### config.mk
export PLATFORM = sky130hd
export DESIGN_NAME = sub_result_stage
export DESIGN_NICKNAME = d
export VERILOG_FILES = /design/src/rtl/sub_pkg.sv /design/src/rtl/sub_result_fifo.sv /design/src/rtl/sub_result_stage.sv
export SDC_FILE = /design/constraint.sdc
export NUM_CORES = 1
export LEC_CHECK = 0
export CAP_MARGIN = 20
export CELL_PAD_IN_SITES_DETAIL_PLACEMENT = 0
export CELL_PAD_IN_SITES_GLOBAL_PLACEMENT = 1
export CORE_UTILIZATION = 41
export DETAILED_ROUTE_END_ITERATION = 6
export DONT_BUFFER_PORTS = 1
export PLACE_DENSITY_LB_ADDON = 0.1
export SLEW_MARGIN = 30
export SYNTH_ARGS = -nofsm -noshare
export SYNTH_HDL_FRONTEND = slang
export SYNTH_HIERARCHICAL = 1
export SYNTH_SLANG_ARGS = --single-unit
### constraint.sdc
create_clock -name clk -period 4.2 [get_ports clk]
set_input_delay 0.84 -clock clk [delete_from_list [all_inputs] [get_ports clk]]
set_output_delay 0.84 -clock clk [all_outputs]
set_load 0.03 [all_outputs]
### src/rtl/sub_pkg.sv
// Shared types and helpers for the subtractor result stage.
package sub_pkg;

    localparam int unsigned SUB_WIDTH = 32;

    typedef struct packed {
        logic [SUB_WIDTH-1:0] f;
        logic                 ovf;
        logic                 zero;
        logic                 neg;
    } sub_res_t;

    // Ceiling log2; callers only pass n >= 2.
    function automatic int unsigned clog2(input int unsigned n);
        int unsigned r;
        r = 0;
        for (int unsigned i = 0; i < 32; i++) begin
            if ((64'(1) << i) < 64'(n)) r = i + 1;
        end
        return r;
    endfunction

endpackage

### src/rtl/sub_result_fifo.sv
// DEPTH-entry valid/ready FIFO of sub_res_t with a registered, count-derived ready.
// SUB_RESULT_PARITY_EN adds a stored parity bit per entry.
module sub_result_fifo
    import sub_pkg::*;
#(
    parameter  int unsigned DEPTH = 2,
    localparam int unsigned PW    = clog2(DEPTH),
    localparam int unsigned CW    = PW + 1
) (
    input  logic          clk,
    input  logic          rst_n,
    input  logic          push,
    input  logic          pop,
    input  sub_res_t      wdata,
`ifdef SUB_RESULT_PARITY_EN
    input  logic          wpar,
    output logic          rpar,
`endif
    output sub_res_t      rdata,
    output logic          ready,
    output logic [CW-1:0] count
);

    sub_res_t      mem [DEPTH];
`ifdef SUB_RESULT_PARITY_EN
    logic          par_mem [DEPTH];
`endif
    logic [PW-1:0] wr_ptr;
    logic [PW-1:0] rd_ptr;
    logic [PW-1:0] rd_sel;
    logic [CW-1:0] count_nxt;
    logic          do_push;
    logic          do_pop;

    assign do_push = push && ready;
    assign do_pop  = pop && (count != '0);

    always_comb begin
        count_nxt = count;
        if (do_push && !do_pop) begin
            count_nxt = count + CW'(1);
        end else if (!do_push && do_pop) begin
            count_nxt = count - CW'(1);
        end
    end

    always_ff @(posedge clk) begin
        if (!rst_n) begin
            wr_ptr <= '0;
            rd_ptr <= '0;
            count  <= '0;
            ready  <= 1'b0;
            for (int i = 0; i < int'(DEPTH); i++) begin
                mem[i] <= '0;
`ifdef SUB_RESULT_PARITY_EN
                par_mem[i] <= 1'b0;
`endif
            end
        end else begin
            if (do_push) begin
                mem[wr_ptr] <= wdata;
`ifdef SUB_RESULT_PARITY_EN
                par_mem[wr_ptr] <= wpar;
`endif
                wr_ptr <= wr_ptr + PW'(1);
            end
            if (do_pop) begin
                rd_ptr <= rd_ptr + PW'(1);
            end
            count <= count_nxt;
            ready <= (count_nxt < CW'(DEPTH));
        end
    end

    // When empty, show the slot just behind the read pointer: the last popped entry.
    assign rd_sel = (count != '0) ? rd_ptr : rd_ptr - PW'(1);
    assign rdata  = mem[rd_sel];
`ifdef SUB_RESULT_PARITY_EN
    assign rpar   = par_mem[rd_sel];
`endif

endmodule

### src/rtl/sub_result_stage.sv
// Registered stage after the subtractor: result FIFO, zero/neg flags, sticky overflow and counter.
// SUB_RESULT_PARITY_EN adds out_parity / parity_inj.
module sub_result_stage
    import sub_pkg::*;
#(
    parameter int unsigned WIDTH = 32,
    parameter int unsigned DEPTH = 2,
    parameter int unsigned CNT_W = 16
) (
    input  logic             clk,
    input  logic             rst_n,
    input  logic             in_valid,
    output logic             in_ready,
    input  logic [WIDTH-1:0] in_f,
    input  logic             in_overflow,
    output logic             out_valid,
    input  logic             out_ready,
    output logic [WIDTH-1:0] out_f,
    output logic             out_ovf,
    output logic             out_zero,
    output logic             out_neg,
`ifdef SUB_RESULT_PARITY_EN
    output logic             out_parity,
    input  logic             parity_inj,
`endif
    output logic             sticky_ovf,
    input  logic             sticky_clr,
    output logic [CNT_W-1:0] ovf_count
);

    localparam int unsigned CW = clog2(DEPTH) + 1;

    sub_res_t      wdata;
    sub_res_t      head;
    logic [CW-1:0] count;
    logic          push;
    logic          pop;

    assign push = in_valid && in_ready;
    assign pop  = out_valid && out_ready;

    // Flags are fixed at push time and travel with the entry.
    always_comb begin
        wdata      = '0;
        wdata.f    = SUB_WIDTH'(in_f);
        wdata.ovf  = in_overflow;
        wdata.zero = (in_f == '0);
        wdata.neg  = in_f[WIDTH-1];
    end

    sub_result_fifo #(
        .DEPTH (DEPTH)
    ) u_fifo (
        .clk   (clk),
        .rst_n (rst_n),
        .push  (push),
        .pop   (pop),
        .wdata (wdata),
`ifdef SUB_RESULT_PARITY_EN
        .wpar  ((^{in_f, in_overflow}) ^ parity_inj),
        .rpar  (out_parity),
`endif
        .rdata (head),
        .ready (in_ready),
        .count (count)
    );

    assign out_valid = (count != '0);
    assign out_f     = WIDTH'(head.f);
    assign out_ovf   = head.ovf;
    assign out_zero  = head.zero;
    assign out_neg   = head.neg;

    // An overflow push in the same cycle as a clear wins over the clear.
    always_ff @(posedge clk) begin
        if (!rst_n) begin
            sticky_ovf <= 1'b0;
            ovf_count  <= '0;
        end else if (push && in_overflow) begin
            sticky_ovf <= 1'b1;
            if (sticky_clr) begin
                ovf_count <= CNT_W'(1);
            end else if (ovf_count != '1) begin
                ovf_count <= ovf_count + CNT_W'(1);
            end
        end else if (sticky_clr) begin
            sticky_ovf <= 1'b0;
            ovf_count  <= '0;
        end
    end

endmodule
# == Yosys cells after proc, flatten, opt, wreduce, memory -nomap -nowiden ==
# Memories as Yosys holds them, arrays and structs flattened.
# Cells that the tools add are included.
# classes
add_sub_neg,6
magnitude_cmp,1
n_eq_ne,1
muxes,16
n_reduce_logical,15
# ops
op,count
16-bit 2-to-1 mux,4
35-bit 2-to-1 mux,1
35-bit OR reduction,1
32-bit zero test,1
16-bit by 1-bit adder with 16-bit output (second input constant),1
16-bit inequality test (second input constant),1
1-bit 2-to-1 mux,9
1-bit logical AND,7
2-bit nonzero test,3
2-bit 2-to-1 mux,2
1-bit adder (second input constant),2
2-bit by 1-bit adder with 2-bit output (second input constant),1
1-bit zero test,2
2-bit less-than comparator (second input constant),1
2-bit AND reduction,1
2-bit by 1-bit subtractor with 2-bit output (second input constant),1
1-bit subtractor (second input constant),1
# word_totals
regBits,22
ramBits,70
inputBits,38
out_inout_bits,54
elab_cells,46
n_memories,1
# mem_list
name,depth,width,read_ports,rd_clocked_by_memory_dff,write_ports,line,rtl
u_fifo.mem,2,35,1,0,2,sub_result_fifo.sv:24,sub_res_t mem [DEPTH];

# == Longest topological paths before layout ==
# Gate-level depths: netlist of run 1.
# depth
depth_word,7
mapped_depth,8
ltp_nobuf,8

# == By module ==
# The synthesis of run 1 kept the hierarchy.
# by_module_without_submodules
module,n_inst,cells_each,area_each_um2,seq_area_each_um2
sub_result_fifo,1,262,3398.3,2202.1
sub_result_stage,1,129,1044.8,340.3

# == Worst setup path before layout of run 1 ==
# No wires, ideal clock.
# synth_timing
kind,in2reg
start,input in_valid
end,"memory u_fifo/mem[0][0] (netlist name), enable pin"
setup_time_ns,0.476
arrival_ns,3.628
path_slack_ns,0.096
path_stages,3
n_path_buf,0
cell_sequence,and2_1 -> nand2_1 -> o21ai_0
# synth_lines
item,line,rtl
start: declaration,sub_result_stage.sv:12,"input logic in_valid,"
end: declaration,sub_result_fifo.sv:24,

==> impl_metrics.tcl, run 1 <==
set metrics [dict create \
    postLayoutCoreUtil_pct 45.4 \
    setup_tns_ns 0 \
    grt_pass1_vias 2805 \
    power_mw 1.80 \
    muxShareOfSynthArea_pct 11.9 \
    synth_edf_count 70 \
    grt_pass1_wl_um 14700 \
    dr.pass1.iters 4 \
    leakage_nw 1.66 \
    max_freq_mhz 325 \
    setup_violations 0 \
    slew_headroom_pct 38.0 \
    row_count 37 \
    synth_area_per_cell_sq_um 11.4 \
    tightest_slew_ns 0.922 \
    min_path_type "reg2reg" \
    fin_crit_sh_pct 73.2 \
    cp-end-kind "output pin" \
    critPathMaxFanout 35 \
    rsz0062_at_grt "false" \
    setup_ws_ns 1.13 \
    cts_made_buffers 9 \
    synth_fp_nets 433 \
    drive_above_1_share_pct 16.6 \
    pwr_density_cell_nw_per_um2 381 \
    finalMaxSlewViolations 0 \
    dieWidth_um 106 \
    antenna_found_initial 0 \
    cp_num_cells 5 \
    peakVddDrop_mv 0.130 \
    reg2reg_slack_ns 1.76 \
    grt_max_degree 36 \
    cts_buffer_depth 2 \
    initial_core_util_pct 42.7 \
    gp_congestion 0.778 \
    cpPeakStageDelay_ns 0.54 \
    cp_slowest_cell "buf_4" \
    reg2reg_from "u_fifo/ready" \
    numClockSinks 92 \
    post_cts_buffers 0 \
    cts-root-buf "clkbuf_8" \
    synth_fa_ha_area_share_pct 1.13 \
    path_cells "inv_1 > ha_1 > xnor2_4 > buf_4 > mux2_2" \
    vias_per_cell 5.48 \
    drv_cap 0 \
    num_antenna_cells 0 \
    synth_most_common_cell "nor2_1" \
    vias 2886 \
    synth_common_cells "nor2_1 (81), edfxtp_1 (70), nand2_1 (54)" \
    pin_count 92 \
    rr_worst_depth 4 \
    synth.top_cell.area_share_pct 47.3 \
    coreArea_sq_um 10400 \
    ys_seq_elements 92 \
    drc_errors 0 \
    setup.worst_path.start_class "register" \
    die_area_sq_um 11300 \
    clk_latency_ns 0.35 \
    ys_types 48 \
    status "finished clean" \
    yosysWarningCount 6 \
    critical-path-top-delay-family "buffers and inverters" \
    netlist_instances 391 \
    skew_ns 0.00525 \
    finalWirelength_um 9550 \
    cts-resized-gates 0 \
    gr-total-overflow 0 \
    h-tree-depth 3 \
    ys.flop_type "edfxtp_1" \
    async_reset_ff_share_pct 0 \
    cts_tree "done" \
    hold_viol 0 \
    fin_nets 429 \
    wire_per_inst_um 18.1 \
    drt_iter0_markers 111 \
    pre_cts_ws_ns 1.49 \
    syn2layout_area_growth_pct 6.51 \
    synth-simple-area-share_pct 20.6 \
    endpoint "out_f[12]" \
    antenna_left 0 \
    fp.dieH_um 106 \
    cts.clk_slew.worst_paths_ns 0.08 \
    yosys.area.top_type "edfxtp_1" \
    crit_arrival_ns 2.23 \
    synth_top_family_by_area "simple AND/OR/NAND/NOR gates" \
    syn-cell-area_sq_um 4440 \
    period_needed_ns 3.07 \
    worstReg2RegEnd "u_fifo/mem[0][7]" \
    synth_compound_area_share_pct 5.07 \
    cp.required_ns 3.36 \
    synth.area.top_cells "edfxtp_1 (47%), mux2_4 (10%), dfxtp_1 (9.9%), nor2_1 (6.8%), nand2_1 (4.6%)" \
    path_class "reg2out" \
    grt_usage_pct 17.5 \
    io_buffers 0 \
    yosysSeqAreaShare_pct 57.2 \
    synth_xor_area_share_pct 1.01 \
    place_hpwl_um 6110 \
    hold_buffers 0 \
    path_buf_inv 2 \
]
[state kept, by name, indices dropped and copies added, names as in the netlist, named ones only]
register       count
ovf_count         16
sticky_ovf         1
u_fifo/count       1
u_fifo/mem        70
u_fifo/rd_ptr      1
u_fifo/ready       1
u_fifo/wr_ptr      1
[worst register-to-register path, stage by stage (launching register included)]
cell	delay, ns
dfxtp_1	0.66
and2_1	0.25
nand2_1	0.16
o21ai_4	0.70
buf_4	0.37
[final cells by class]
class                      count  area, sq um
clock buffer                  10          128
clock inverter                 5         53.8
fill                         976         5680
inverter                       7         26.3
multi-input combinational    272         1770
sequential                    92         2540
tap                          136          170
timing repair buffer           5         37.5
[report_power, final]
part / switching (mW) / total [mW] / internal (mW) / leakage (nW)
sequential: 0.0158 / 1.03 / 1.01 / 0.905
combinational: 0.138 / 0.200 / 0.0620 / 0.665
clock: 0.302 / 0.572 / 0.269 / 0.0858
total: 0.456 / 1.80 / 1.34 / 1.66
[metal layers]
| layer | share of wire, % | up-vias | global-route usage (%) |
|---|---|---|---|
| li1 | - | 1387 | - |
| met4 | 1.8 | 0 | 7.64 |
| met1 | 42 | 1401 | 19.8 |
| met3 | 6.2 | 13 | 4.84 |
| met2 | 50 | 85 | 30.5 |
| met5 | 0 | - | 0 |
[metrics by stage]
step	area, sq um	hold WS (ns)	instances
6_report	4730	0.502	527
5_1_grt	4730	0.549	527
4_1_cts	4730	0.503	527
2_1_floorplan	4440	0.459	391
3_3_place_gp	4550	0.472	512
3_5_place_dp	4550	0.490	512
[layout by cell type (no fill, tap or decap), drive strengths merged, types with 2 or more instances in the layout]
cell / n
mux2: 35
clkbuf: 10
mux2i: 2
xnor2: 3
and4: 2
dfxtp: 22
nor4: 9
nor2b: 2
a21boi: 2
inv: 7
nand2: 54
ha: 4
a21oi: 9
o311ai: 2
nor2: 81
o21ai: 5
o31ai: 4
or4: 5
clkinvlp: 2
buf: 5
clkinv: 2
edfxtp: 70
nand2b: 5
a31oi: 3
or3: 3
nand3: 6
nor3: 3
nand4: 10
a41o: 3
and3: 4
and2: 7
[cell families (layout without fill, tap and decap cells)]
logic type,Yosys count,count (layout)
DFF,92,92
buffers and inverters,27,27
and+or+nand+nor,195,195
AOI/OAI and AO/OA,33,33
xor gates and xnor gates,3,3
adders and majority gates,4,4
muxes,37,37
[worst min-delay path by stage]
stage	start	endpoint	depth (start not counted)
global placement	u_fifo/count[0]	u_fifo/count[0]	2
detailed placement	u_fifo/count[0]	u_fifo/count[0]	2
floorplan	u_fifo/count[0]	u_fifo/count[0]	2
finish	u_fifo/count[0]	u_fifo/count[0]	2
CTS	u_fifo/count[0]	u_fifo/count[0]	2
global route	u_fifo/count[0]	u_fifo/count[0]	2
Power figures use the tool's default switching activity.
==> run 2, diff against run 1 <==
Clock period 4.2 ns to 2.52 ns, I/O delays scaled along.
==> run 2 against run 1 <==
  * Hold slack worse by 0.24 ns
  * Non-clock buffer count rose by 19
  * Register-to-register slack got worse by 1.3 ns
  * Combinational power grew 86%
  * Sequential share of layout area down 2.9 points
  * Routed wire length grew 6.1%
  * Final cell count increased by 3.8%
  * Sequential power is 66% higher
  * Global-route usage up 0.30 points
  * Via count increased by 2.2%
  * Flip-flop and latch count is the same
  * Critical path type unchanged
==> impl_metrics.tcl, run 2 (synthesis results as in run 1) <==
set metrics [dict create \
    leakage_nw 1.81 \
    cts_buffer_depth 2 \
    skew_ns 0.0118 \
    critical-path-top-delay-family "buffers and inverters" \
    gr-total-overflow 0 \
    gp_congestion 0.801 \
    largest_register_ffs 70 \
    grt_pass1_vias 2914 \
    pin_count 92 \
    path_cells "inv_1 > ha_2 > xnor2_4 > buf_12 > clkbuf_16 > mux2_4" \
    place_hpwl_um 6350 \
    status "finished clean" \
    final_area_sq_um 5010 \
    fin_nets 448 \
    peakVddDrop_mv 0.361 \
    cp_slowest_cell "mux2_4" \
    cts-root-buf "clkbuf_8" \
    finalWirelength_um 10100 \
    dp_cells 527 \
    dr.pass1.iters 4 \
    setup.worst_path.start_class "register" \
    rsz0062_at_grt "false" \
    cp-end-kind "output pin" \
    cts.clk_slew.worst_paths_ns 0.09 \
    grt_max_degree 36 \
    syn2layout_area_growth_pct 12.7 \
    h-tree-depth 3 \
    cpPeakStageDelay_ns 0.36 \
    holdWs_ns 0.262 \
    reg_top3 "u_fifo/mem (70), ovf_count (16)" \
    final_cells 547 \
    crit_arrival_ns 1.92 \
    drt_iter0_markers 152 \
    regMostFlops "u_fifo/mem" \
    final_cell_mix "nor2_1 (81), edfxtp_1 (70), nand2_1 (53)" \
    grt_pass1_wl_um 15200 \
    initial_core_util_pct 42.7 \
    setup_violations 0 \
    coreArea_sq_um 10400 \
    hold_viol 0 \
    antenna_found_initial 0 \
    cp.required_ns 2.02 \
    vias_per_cell 5.39 \
    critPathMaxFanout 9 \
    min_path_type "in2reg" \
    grt_usage_pct 17.8 \
    clk_latency_ns 0.35 \
    numClockSinks 92 \
    fin_crit_sh_pct 96.0 \
    slew_headroom_pct 46.7 \
    row_count 37 \
    drv_cap 0 \
    dieWidth_um 106 \
    fp.dieH_um 106 \
    vias 2950 \
    dpl_cell_area_sq_um 4680 \
    path_buf_inv 3 \
    drive_above_1_share_pct 21.4 \
    pwr_density_cell_nw_per_um2 657 \
    hold_buffers 0 \
    io_buffers 0 \
    wire_per_inst_um 18.5 \
    max_freq_mhz 413 \
    tightest_slew_ns 0.798 \
    cts_made_buffers 9 \
    setup_tns_ns 0 \
    power_mw 3.29 \
    final_common_cell "nor2_1" \
    die_area_sq_um 11300 \
    antenna_left 0 \
    num_antenna_cells 0 \
    period_needed_ns 2.42 \
    path_class "reg2out" \
    drc_errors 0 \
    cts_tree "done" \
    finalMaxSlewViolations 0 \
]
[run 2: cell count changes in the layout (fill, tap and decap cells not counted), sizes merged]
| cell | previous run | this run |
|---|---|---|
| buf | 5 | 22 |
| bufinv | 1 | 3 |
| clkbuf | 10 | 11 |
| clkinvlp | 2 | 0 |
| inv | 7 | 9 |
[run 2: where the power goes]
group | internal (mW) | switching (mW)
sequential | 1.69 | 0.0226
clock | 0.668 | 0.536
combinational | 0.128 | 0.243
[run 2: area by class of cell]
| class | instances | area [sq um] |
|---|---|---|
| Clock inverter | 7 | 123 |
| Sequential cell | 92 | 2540 |
| Inverter | 7 | 26.3 |
| Tap cell | 136 | 170 |
| Fill cell | 962 | 5410 |
| Timing Repair Buffer | 24 | 244 |
| Clock buffer | 9 | 124 |
| Multi-Input combinational cell | 272 | 1780 |
[run 2: layer usage]
| layer | wire, um | vias up | part of all wire, % | global-route usage (%) |
|---|---|---|---|---|
| li1 | - | 1436 | - | - |
| met1 | 4270 | 1431 | 42 | 20.1 |
| met2 | 5160 | 79 | 51 | 30.9 |
| met3 | 662 | 4 | 6.5 | 5.82 |
| met4 | 53 | 0 | 0.52 | 6.65 |
| met5 | 0 | - | 0 | 0 |
[run 2: timing repair]
action | in CTS | in global routing
buffers inserted | 0 | 1
gates resized for setup | 0 | 2
endpoints found under the setup margin | 0 | 5
hold endpoints to repair | 0 | 0
[run 2: worst paths after layout]
path                         from         endpoint  slack, ns  cells past startpoint
setup / recovery  u_fifo/count[0]         out_f[4]       0.10                      6
hold / removal              rst_n     u_fifo/ready       0.26                      2
setup reg to reg     ovf_count[3]     ovf_count[6]       0.49                      4
hold reg to reg   u_fifo/count[0]  u_fifo/count[0]       0.49                      2
[run 2: stage by stage]
stage	util [%]	setup slack, ns
final	48.1	0.100
after global routing	48.1	0.0310
after CTS	47.3	0.00457
after detailed placement	44.9	0.409
after global placement	44.9	0.439
after floorplan	-	0.206
[run 2: worst reg2reg max path, delay by kind of cell (launching register included)]
kind / cells / cell delay (ns)
and+or+nand+nor: 3 / 1.22
AOI/OAI and AO/OA: 1 / 0.15
DFF: 1 / 0.61
==> run 3, diff against run 2 <==
Settings changed: CORE_UTILIZATION 41 to 45.
Clock period 2.52 ns to 2.2 ns, I/O delays scaled along.
==> run 3 against run 2 <==
  * The flow now finishes with violations (negative setup slack)
  * Sequential power up 15%
  * Die area down 8.7%
  * Via count up 1.9%
  * Clock skew about the same
  * Design area up 3.0%
  * Setup slack worse by 0.12 ns
  * Non-clock buffer count up 17
  * Critical path type unchanged
  * Highest routed layer unchanged
==> impl_metrics.tcl, run 3 (synthesis results as in run 1) <==
set metrics [dict create \
    cp_num_cells 6 \
    final_cell_mix "nor2_1 (81), edfxtp_1 (70), nand2_1 (54)" \
    num_antenna_cells 0 \
    leakage_nw 1.91 \
    io_buffers 0 \
    p_sw_uw 912 \
    hold_buffers 0 \
    pwr_density_cell_nw_per_um2 712 \
    power_mw 3.67 \
    finalMaxSlewViolations 0 \
    grt_pass1_vias 3078 \
    cp-end-kind "output pin" \
    fin_crit_sh_pct 101 \
    drt_iter0_markers 145 \
    coreArea_sq_um 9420 \
    violations "negative setup slack" \
    hold_depth 2 \
    slew_headroom_pct 74.6 \
    postLayoutCoreUtil_pct 54.8 \
    hold_viol 0 \
    tightest_slew_ns 0.378 \
    grt_usage_pct 19.5 \
    grt_pass1_wl_um 15100 \
    cts-root-buf "clkbuf_8" \
    rr_worst_depth 9 \
    reg_top3 "u_fifo/mem (70), ovf_count (16)" \
    max_freq_mhz 450 \
    combPwrFrac_pct 12.3 \
    final_area_sq_um 5160 \
    final_common_cell "nor2_1" \
    clk_latency_ns 0.35 \
    syn2layout_area_growth_pct 16.1 \
    fin_nets 465 \
    peakVddDrop_mv 0.391 \
    wire_per_inst_um 17.3 \
    numClockSinks 92 \
    die_area_sq_um 10300 \
    critPathMaxFanout 7 \
    fp.dieH_um 101 \
    min_path_type "in2reg" \
    cts_buffer_depth 2 \
    grt_max_degree 36 \
    path_class "reg2out" \
    power_frac_clock_pct 34.2 \
    swShare_pct 24.8 \
    setup_violations 15 \
    vias 3007 \
    setup_ws_ns -0.0233 \
    dieWidth_um 101 \
    path_cells "inv_2 > ha_4 > xnor2_4 > buf_6 > clkbuf_16 > mux2_4" \
    gr-total-overflow 0 \
    cts_tree "done" \
    place_hpwl_um 6500 \
    finalWirelength_um 9630 \
    drv_cap 0 \
    row_count 35 \
    cp_slowest_cell "dfxtp_2" \
    largest_register_ffs 70 \
    cts_made_buffers 9 \
    skew_ns 0.0120 \
    rsz0062_at_grt "true" \
    fillers 827 \
    pin_count 92 \
    antenna_found_initial 0 \
    crit_arrival_ns 1.78 \
    drc_errors 0 \
    path_buf_inv 3 \
    p_int_mw 2.76 \
    drive_above_1_share_pct 25.0 \
    h-tree-depth 3 \
    gp_congestion 0.795 \
    vias_per_cell 5.40 \
    dr.pass1.iters 4 \
    cts.clk_slew.worst_paths_ns 0.09 \
    initial_core_util_pct 47.2 \
    dpl_cell_area_sq_um 4770 \
    period_needed_ns 2.22 \
    status "finished with violations" \
    regMostFlops "u_fifo/mem" \
    antenna_left 0 \
    critical-path-top-delay-family "buffers and inverters" \
    cpPeakStageDelay_ns 0.35 \
    cp.required_ns 1.76 \
    setup.worst_path.start_class "register" \
    p_seq_share_pct 53.5 \
    holdWs_ns 0.193 \
]
run 3: per-stage QoR:
step / instances / setup slack (ns) / TNS, ns
6_report: 557 / -0.0233 / -0.278
5_1_grt: 557 / -0.0876 / -2.40
4_1_cts: 557 / -0.0876 / -2.38
3_5_place_dp: 532 / 0.193 / 0
3_3_place_gp: 532 / 0.229 / 0
2_1_floorplan: 391 / 0.151 / 0
run 3: worst paths after layout:
kind,from,to,slack (ns)
min,rst_n,u_fifo/ready,0.19
max reg2reg,register,u_fifo/count[0],0.26
min reg2reg,u_fifo/count[0],u_fifo/count[0],0.49
max,u_fifo/count[0],out_f[15],-0.02
run 3: final cells by class:
type	instances	area, sq um	share of cell area, %
Sequential cell	92	2540	49.4
Multi-Input combinational cell	272	1800	35.0
Clock buffer	10	128	2.48
Tap cell	129	161	3.13
Clock inverter	6	93.8	1.82
Timing Repair Buffer	41	399	7.74
Inverter	7	26.3	0.510
run 3: timing repair:
| item | in CTS | in global routing |
|---|---|---|
| endpoints found under the setup margin | 35 | 35 |
| buffers inserted | 7 | 2 |
| endpoints found under the hold margin | 0 | 0 |
| gates cloned | 2 | 1 |
| pin swaps | 2 | 2 |
| resized for setup | 16 | 5 |
run 3: per-layer routing:
layer,vias up,part of all wire [%],global-route usage [%]
li1,1466,-,-
met1,1443,43,23.0
met2,80,49,33.3
met3,18,6.4,4.83
met4,0,2.1,9.59
met5,-,0,0
run 3: power by group through the flow:
stage | combinational (mW) | sequential, mW | clock [mW]
after detailed placement | 0.408 | 2.00 | 0
after floorplan | 0.333 | 2.00 | 0
after global placement | 0.404 | 2.00 | 0
after global routing | 0.482 | 1.97 | 1.35
after CTS | 0.462 | 1.96 | 1.29
final | 0.452 | 1.96 | 1.26
